===== src/rtl/alu_reservation_station.sv =====
// ALU/branch reservation station: holds dispatched uops until both operands are
// available (snooping its own result and the LSB result), then issues one per cycle.
module alu_reservation_station #(
  parameter int ROB_BITS = 4,
  parameter int RS_SIZE  = 8
) (
  input  logic                clk,
  input  logic                rst,
  input  logic                rdy,
  input  logic                clear,
  input  logic                in_valid,
  input  logic [3:0]          in_op,
  input  logic [ROB_BITS-1:0] in_rob_id,
  input  logic [31:0]         in_vj,
  input  logic [31:0]         in_vk,
  input  logic                in_j_ready,
  input  logic                in_k_ready,
  input  logic [ROB_BITS-1:0] in_qj,
  input  logic [ROB_BITS-1:0] in_qk,
  input  logic                in_pred,
  output logic                full,
  input  logic                lsb_ready,
  input  logic [ROB_BITS-1:0] lsb_rob_id,
  input  logic [31:0]         lsb_value,
  output logic                out_ready,
  output logic [ROB_BITS-1:0] out_rob_id,
  output logic [31:0]         out_value
);
  localparam int IW = (RS_SIZE > 1) ? $clog2(RS_SIZE) : 1;

  typedef enum logic [3:0] {
    OP_ADD, OP_SUB, OP_AND, OP_OR, OP_XOR, OP_SLL, OP_SRL, OP_SRA,
    OP_SLT, OP_SLTU, OP_BEQ, OP_BNE, OP_BLT, OP_BGE, OP_BLTU, OP_BGEU
  } op_e;

  typedef struct packed {
    logic                vld;
    logic [3:0]          op;
    logic [ROB_BITS-1:0] rob;
    logic [31:0]         vj;
    logic [31:0]         vk;
    logic                jr;
    logic                kr;
    logic [ROB_BITS-1:0] qj;
    logic [ROB_BITS-1:0] qk;
    logic                pred;
  } ent_t;

  ent_t [RS_SIZE-1:0]  ent_q, ent_d;
  logic                out_ready_q, out_ready_d;
  logic [ROB_BITS-1:0] out_rob_id_q, out_rob_id_d;
  logic [31:0]         out_value_q, out_value_d;

  logic [IW-1:0] free_idx, sel_idx;
  logic          free_found, sel_found;

  // Operand capture from the two result buses; the LSB takes priority on a tie.
  function automatic logic [32:0] wake(input logic r, input logic [ROB_BITS-1:0] q,
                                       input logic [31:0] v);
    wake = {r, v};
    if (!r) begin
      if (lsb_ready && lsb_rob_id == q)
        wake = {1'b1, lsb_value};
      else if (out_ready_q && out_rob_id_q == q)
        wake = {1'b1, out_value_q};
    end
  endfunction

  function automatic logic [31:0] alu(input logic [3:0] op, input logic [31:0] a,
                                      input logic [31:0] b, input logic pred);
    logic taken;
    taken = 1'b0;
    alu   = '0;
    case (op_e'(op))
      OP_ADD:  alu = a + b;
      OP_SUB:  alu = a - b;
      OP_AND:  alu = a & b;
      OP_OR:   alu = a | b;
      OP_XOR:  alu = a ^ b;
      OP_SLL:  alu = a << b[4:0];
      OP_SRL:  alu = a >> b[4:0];
      OP_SRA:  alu = $unsigned($signed(a) >>> b[4:0]);
      OP_SLT:  alu = {31'b0, $signed(a) < $signed(b)};
      OP_SLTU: alu = {31'b0, a < b};
      default: begin
        case (op_e'(op))
          OP_BEQ:  taken = (a == b);
          OP_BNE:  taken = (a != b);
          OP_BLT:  taken = ($signed(a) < $signed(b));
          OP_BGE:  taken = ($signed(a) >= $signed(b));
          OP_BLTU: taken = (a < b);
          default: taken = (a >= b);
        endcase
        // bit0 clear tells the ROB the prediction was wrong
        alu = {31'b0, taken == pred};
      end
    endcase
  endfunction

  // Descending scan so the lowest matching index wins.
  always_comb begin
    free_found = 1'b0;
    free_idx   = '0;
    sel_found  = 1'b0;
    sel_idx    = '0;
    for (int i = RS_SIZE - 1; i >= 0; i--) begin
      if (!ent_q[i].vld) begin
        free_found = 1'b1;
        free_idx   = IW'(i);
      end
      if (ent_q[i].vld && ent_q[i].jr && ent_q[i].kr) begin
        sel_found = 1'b1;
        sel_idx   = IW'(i);
      end
    end
  end

  assign full = ~free_found;

  always_comb begin
    ent_d = ent_q;
    for (int i = 0; i < RS_SIZE; i++) begin
      if (ent_q[i].vld) begin
        {ent_d[i].jr, ent_d[i].vj} = wake(ent_q[i].jr, ent_q[i].qj, ent_q[i].vj);
        {ent_d[i].kr, ent_d[i].vk} = wake(ent_q[i].kr, ent_q[i].qk, ent_q[i].vk);
      end
    end
    if (sel_found) ent_d[sel_idx].vld = 1'b0;
    // free_idx comes from pre-edge state, so it never aliases the issuing entry
    if (in_valid && free_found) begin
      ent_d[free_idx].vld  = 1'b1;
      ent_d[free_idx].op   = in_op;
      ent_d[free_idx].rob  = in_rob_id;
      ent_d[free_idx].qj   = in_qj;
      ent_d[free_idx].qk   = in_qk;
      ent_d[free_idx].pred = in_pred;
      {ent_d[free_idx].jr, ent_d[free_idx].vj} = wake(in_j_ready, in_qj, in_vj);
      {ent_d[free_idx].kr, ent_d[free_idx].vk} = wake(in_k_ready, in_qk, in_vk);
    end
    if (clear) begin
      for (int i = 0; i < RS_SIZE; i++) ent_d[i].vld = 1'b0;
    end
  end

  always_comb begin
    out_ready_d  = sel_found && !clear;
    out_rob_id_d = out_rob_id_q;
    out_value_d  = out_value_q;
    if (sel_found && !clear) begin
      out_rob_id_d = ent_q[sel_idx].rob;
      out_value_d  = alu(ent_q[sel_idx].op, ent_q[sel_idx].vj, ent_q[sel_idx].vk,
                         ent_q[sel_idx].pred);
    end
  end

  always_ff @(posedge clk or posedge rst) begin
    if (rst) begin
      ent_q        <= '0;
      out_ready_q  <= 1'b0;
      out_rob_id_q <= '0;
      out_value_q  <= '0;
    end else if (rdy) begin
      ent_q        <= ent_d;
      out_ready_q  <= out_ready_d;
      out_rob_id_q <= out_rob_id_d;
      out_value_q  <= out_value_d;
    end
  end

  assign out_ready  = out_ready_q;
  assign out_rob_id = out_rob_id_q;
  assign out_value  = out_value_q;
endmodule


===== config.mk =====
export PLATFORM = sky130hd
export DESIGN_NAME = alu_reservation_station
export DESIGN_NICKNAME = d
export VERILOG_FILES = /design/src/rtl/alu_reservation_station.sv
export SDC_FILE = /design/constraint.sdc
export NUM_CORES = 2
export LEC_CHECK = 0
export CAP_MARGIN = 20
export CORE_ASPECT_RATIO = 1.5
export CORE_UTILIZATION = 50
export DETAILED_ROUTE_END_ITERATION = 10
export PLACE_DENSITY = 0.7
export SLEW_MARGIN = 25
export SYNTH_ARGS = -nofsm -noshare
export SYNTH_HDL_FRONTEND = slang
export SYNTH_SLANG_ARGS = --single-unit

===== constraint.sdc =====
create_clock -name clk -period 24.8 [get_ports clk]
set_clock_uncertainty 0.05 [all_clocks]
set_input_delay 6.2 -clock clk [delete_from_list [all_inputs] [get_ports clk]]
set_output_delay 6.2 -clock clk [all_outputs]
set_load 0.02 [all_outputs]

* Yosys cells after proc, flatten, opt, wreduce, memory -nomap -nowiden
Cells that the tools add are included.
** Cells by class
- Order comparisons :: 8
- Muxes and demuxes :: 145
- Eq/ne operators :: 53
- Shift-type cells :: 3
- Reduce and logical (&&, ||, !) cells :: 60
- Bitwise logic cells :: 4
- Add/sub/neg operators :: 2
** Operator list (count)
- 672-bit bitwise mux :: 11
- 84-bit demux with 3-bit select :: 11
- 33-bit two-way mux :: 56
- 672-bit two-way mux :: 2
- 66-bit two-way mux :: 8
- 32-bit one-hot mux with 10 select lines :: 1
- 84-bit binary-select mux with 3-bit select :: 1
- 84-bit two-way mux :: 2
- 83-bit two-way mux :: 2
- 4-bit equality test :: 36
- 79-bit two-way mux :: 1
- 75-bit two-way mux :: 1
- 32-bit greater-or-equal comparator :: 2
- 32-bit < comparator :: 2
- 1-bit logical AND :: 56
- 3-bit two-way mux :: 16
- 43-bit two-way mux :: 1
- 32-bit adder :: 1
- 32-bit bitwise AND :: 1
- 32-bit equality test :: 1
- 32-bit inequality test :: 1
- 32-bit OR :: 1
- 32-bit by 5-bit left shift with 32-bit output :: 1
- 32-bit by 5-bit >> shifter with 32-bit output :: 1
- other kinds (21) :: 59
** Word-level totals
- Input bits :: 125
- Bits in registers :: 709

* Depth between registers and ports, before layout
- Depth in word-level cells :: 28
- Gate-level depth with buffers :: 29
- Gate-level depth less buffers :: 21

* Worst setup path after synthesis
No wires, ideal clock.
- Kind :: input port to flip-flop
- Start point :: in lsb_rob_id[2]
- End point :: reg ent_q[515] in the netlist's numbering
- Data arrival time :: 9.169 ns
- Buffers on the path :: 3
- Stages on the path :: 11
- Path slack :: 15.516 ns
- Required time :: 24.685 ns
- Cell sequence :: clkbuf_1 -> buf_1 -> xnor2_1 -> nand3_1 -> nor4_1 -> o21ai_0 -> nor2_1 -> nor2_1 -> nor2_1 -> clkbuf_1 -> o22a_1
** On the way
- Cells in the longest elaborated chain, start to end :: 18
- Elaborated cells on any way between the ends :: 23
- Classes of those cells :: eq/ne: 2; mux: 19; reduce/logical: 2
** RTL lines
- start: declaration :: RTL line 23 : input logic [ROB_BITS-1:0] lsb_rob_id,
- 4-bit equality test :: RTL line 62 : if (lsb_ready && lsb_rob_id == q)
- 1-bit logical AND :: RTL line 62
- 33-bit two-way mux :: RTL line 62
- 33-bit two-way mux :: RTL line 61 : if (!r) begin
- 66-bit two-way mux :: RTL line 123 : if (ent_q[i].vld) begin
- 672-bit bitwise mux :: RTL line 128 : if (sel_found) ent_d[sel_idx].vld = 1'b0;
- 672-bit two-way mux :: RTL line 128
- 672-bit bitwise mux :: RTL line 131 : ent_d[free_idx].vld = 1'b1;
- 672-bit bitwise mux :: RTL line 132 : ent_d[free_idx].op = in_op;
- 672-bit bitwise mux :: RTL line 133 : ent_d[free_idx].rob = in_rob_id;
- 672-bit bitwise mux :: RTL line 134 : ent_d[free_idx].qj = in_qj;
- 672-bit bitwise mux :: RTL line 135 : ent_d[free_idx].qk = in_qk;
- 672-bit bitwise mux :: RTL line 136 : ent_d[free_idx].pred = in_pred;
- 672-bit bitwise mux (2 in series) :: RTL line 137 : {ent_d[free_idx].jr, ent_d[free_idx].vj} = wake(in_j_ready, in_qj, in_vj);
- 672-bit bitwise mux (2 in series) :: RTL line 138 : {ent_d[free_idx].kr, ent_d[free_idx].vk} = wake(in_k_ready, in_qk, in_vk);
- 672-bit two-way mux (*) :: RTL line 130 : if (in_valid && free_found) begin
- end signal: assignment :: RTL line 163 : ent_q <= ent_d;
- end: declaration :: RTL line 49 : ent_t [RS_SIZE-1:0] ent_q, ent_d;
Mark *: on every way between the ends. The rest lies on a longest branch, timed or not. The select of a mux whose other input is x is not followed.
A chain may end at the register's enable or synchronous reset.

* Final worst setup path
- Start point :: in lsb_rob_id[1]
- End point :: reg ent_q[408] in the netlist's numbering
Same word-level chain as after synthesis.

==> impl_metrics.csv <==
group,metric,value,unit
synthesis,yosysUniqueCellTypes,101,
worst_setup_path,timing_worst_setup_path_type,"in2reg",
timing,timing.final.crit_share,0.414,
worst_setup_path,cp-end-kind,"flip-flop",
synthesis,yosys_warnings,0,
worst_setup_path,crit_path_cell_trace,"clkdlybuf4s50_1 -> inv_1 -> a22o_1 -> nor4_2 -> buf_4 -> o21ai_0 -> nor2_4 -> buf_4 -> nor2_1 -> nor2_4 -> o22a_1",
floorplan,die_area,105000,um^2
synthesis,avgSynthCellArea,8.61,um^2
cts,htree_levels,3,
worst_setup_path,r2r.worst_path.cells,24,
worst_setup_path,r2r-start,"ent_q[251]",
worst_setup_path,cp_slowest_cell,"clkdlybuf4s50_1",
place,place_congestion,1.08,
floorplan,start_util,0.505,
detailed_routing,wire_per_inst,35.7,um
place,dp_slack,13.93,ns
synthesis,synth-compound-area-share,0.308,
pwr,seqPwrFrac,0.274,
synthesis,syn-cell-area,51900,um^2
synthesis,synth_mux_area_frac,0.0750,
global_route,grt_pass1_vias,53776,
pwr,combPwrFrac,0.491,
global_route,grt_antenna_before_repair,25,
detailed_routing,drc,0,
global_route,grt_use_total,0.484,
synthesis,yosysTopAreaCell,"dfrtp_1",
pwr,switching_share,0.461,
timing,hold_violations,0,
global_route,grt_max_degree,162,
cts,clock_path_buffers,3,
synthesis,synth_ff_type,"dfrtp_1",
detailed_routing,drt-pass1-iter-count,9,
detailed_routing,vias,55909,
floorplan,die_w,265,um
timing,fin_tns_setup,0,ns
cts,post_cts_buffers,0,
synthesis,synth_top_family_by_area,"compound AO/OA/AOI/OAI gates",
synthesis,synthSimpleGateAreaFrac,0.159,
synthesis,synth_top_cell_area_share,0.342,
pwr,irDropWorstVdd,0.0751,mV
floorplan,io_pins,163,
cts,cts_inserted_buffers,76,
pwr,power_frac_clock,0.235,
timing,period_needed,10.26,ns
cts,ctsHoldBuffers,0,
layout,drive_above_1_share,0.114,
global_route,grt_pass1_wl,374000,um
worst_setup_path,timing.rr.end,"out_value[22]",
detailed_routing,finalWirelength,259000,um
timing,maxSlewHeadroom,0.0284,
worst_setup_path,startpoint,"lsb_rob_id[1]",
cts,clkTransAtPathRegs,0.06,ns
timing,worst_slew_pin_slew,1.45,ns
synthesis,syn_inst,6031,
worst_setup_path,rrSetupSlack,16.02,ns
timing,fin_ws,14.54,ns
worst_setup_path,cp_data_arrival_time,10.83,ns
run_status,status,"completed",
run,drv_cap,0,
hold_path,worstHoldStart,"ent_q[56]",
detailed_routing,drt_iter0_drc,8830,
layout,layout.nets,6010,
floorplan,core-area,103000,um^2
floorplan,rows,144,
timing,report.final.slew_viol_count,0,
pwr,p_leak,0.0235,uW
place,io_buffer_count,162,
global_route,grt_remaining_overflow,0,
worst_setup_path,required,25.37,ns
timing,setup-violations-final,0,
worst_setup_path,cp_slowest_stage_delay,1.19,ns
hold_path,hold_depth,1,
timing,hold_ws,0.436,ns
hold_path,hold_class,"reg2reg",
cts,clock_latency,0.73,ns
cts,cts_tree,"yes",
synthesis,synth_area_leaders,"dfrtp_1, o22a_1, nand2_1, a32oi_1, mux2i_1",
hold_path,worstHoldEndpoint,"ent_q[56]",
synthesis,synth_edf_count,0,
synthesis,ys_seq_elements,709,
place,hpwl,161000,um
layout,final_cell_mix,"nand2_1, dfrtp_1, o22a_1",
synthesis,synthAdderAreaFrac,0.0241,
synthesis,synthArstFlopShare,1.00,
floorplan,die_h,397,um
layout,final_util,0.559,
synthesis,yosysSeqAreaShare,0.342,
layout,final_common_cell,"nand2_1",
timing,max_freq,0.0975,GHz
timing,rsz0062_at_grt,"no",
synthesis,synth_nets,6255,
pwr,power_density,93.0,nW/um^2
synthesis,synth_xor_xnor_area_share,0.0266,
cts,cts.sinks,709,
detailed_routing,vias_per_cell,7.72,
worst_setup_path,critPathLaunchType,"input pin",
pwr,p_switching,2460,uW
detailed_routing,antenna_left,0,
worst_setup_path,path_max_fanout,32,
cts,cts_root_buf,"clkbuf_16",
layout,syn2layout_area_growth,10.6,%
cts,cts_resized,0,
pwr,intPower,2880,uW
[power by group through the flow]
stage	clock [uW]	combinational, uW	sequential, uW
CTS	1250	2450	1460
floorplan	0	1520	1480
global route	1290	2700	1480
finish	1250	2630	1460
global placement	0	2410	1470
detailed placement	0	2440	1480
[logic make-up (layout without fill, tap and decap cells)]
kind of cell	after synthesis	count (layout)
AO/OA/AOI/OAI	2013	2013
AND/OR/NAND/NOR	1849	1849
buffers and inverters	837	652
flip-flops	709	709
multiplexers	366	366
XOR/XNOR	158	158
adder cells (fa/ha/maj)	99	99
other	0	13
[sequential cells by signal, summed over array words and instances, names as in the netlist]
name / flops
ent_q: 672
out_value: 32
out_rob_id: 4
out_ready: 1
[cells in the mapped netlist, types with 9 or more instances]
library cell,n
o21bai_1,16
o21ai_1,9
o211ai_1,24
nor2_1,208
buf_2,64
o22ai_1,138
o2111ai_1,12
nor4_1,13
or4_1,27
nor2b_1,14
nand4_1,17
ha_1,97
o22a_1,576
xnor2_1,95
a21o_1,15
buf_1,91
o21ai_0,122
or3_1,10
a22oi_1,68
and3_1,166
a31oi_1,34
a211oi_1,166
a32oi_1,461
nand2_1,1168
a221oi_1,14
nor3_1,60
buf_6,16
o21a_1,11
nand2b_1,14
nand3_1,84
clkbuf_1,525
mux2i_1,212
inv_1,101
o221ai_1,34
a211o_1,17
dfrtp_1,709
a21oi_1,152
a32o_1,27
mux2_2,149
a222oi_1,9
xor2_1,63
buf_4,29
o31ai_1,12
[layer usage]
metal | routed length (um) | vias to the layer above | share of wire | global-route usage
met5 | 206 | - | 0.00080 | 0
met4 | 30000 | 20 | 0.12 | 0.456
met1 | 82500 | 27044 | 0.32 | 0.534
met2 | 109000 | 4962 | 0.42 | 0.706
met3 | 37700 | 1602 | 0.15 | 0.195
li1 | - | 22281 | - | -
[metrics by stage]
step                      std cells  cell area [um^2]  total power (uW)
after floorplan                6031             51900              3000
after global placement         7081             54400              3880
after detailed placement       7085             54500              3910
after CTS                      7223             57100              5150
after global routing           7237             57400              5480
final                          7246             57500              5340
[critical path, delay by kind of cell]
kind | cells | cell delay [ns]
buffers and inverters | 4 | 2.42
AND/OR/NAND/NOR | 4 | 1.31
AO/OA/AOI/OAI | 3 | 0.86
[worst max path at each step]
stage	end	slack [ns]
after detailed placement	ent_q[649]	13.93
after CTS	ent_q[649]	14.63
after global placement	ent_q[516]	13.98
after floorplan	ent_q[0]	8.84
after global routing	ent_q[407]	14.54
final	ent_q[408]	14.54
[final cells by class]
class,instances,area [um^2]
diodes,13,32.5
multi-input cells,4485,31200
well taps,1387,1740
repair buffers,402,3680
flip-flops and latches,709,17700
clock inverters,31,457
inverters,112,432
clock buffers,107,2180
fillers,9334,45400
Power figures use the tool's default switching activity.
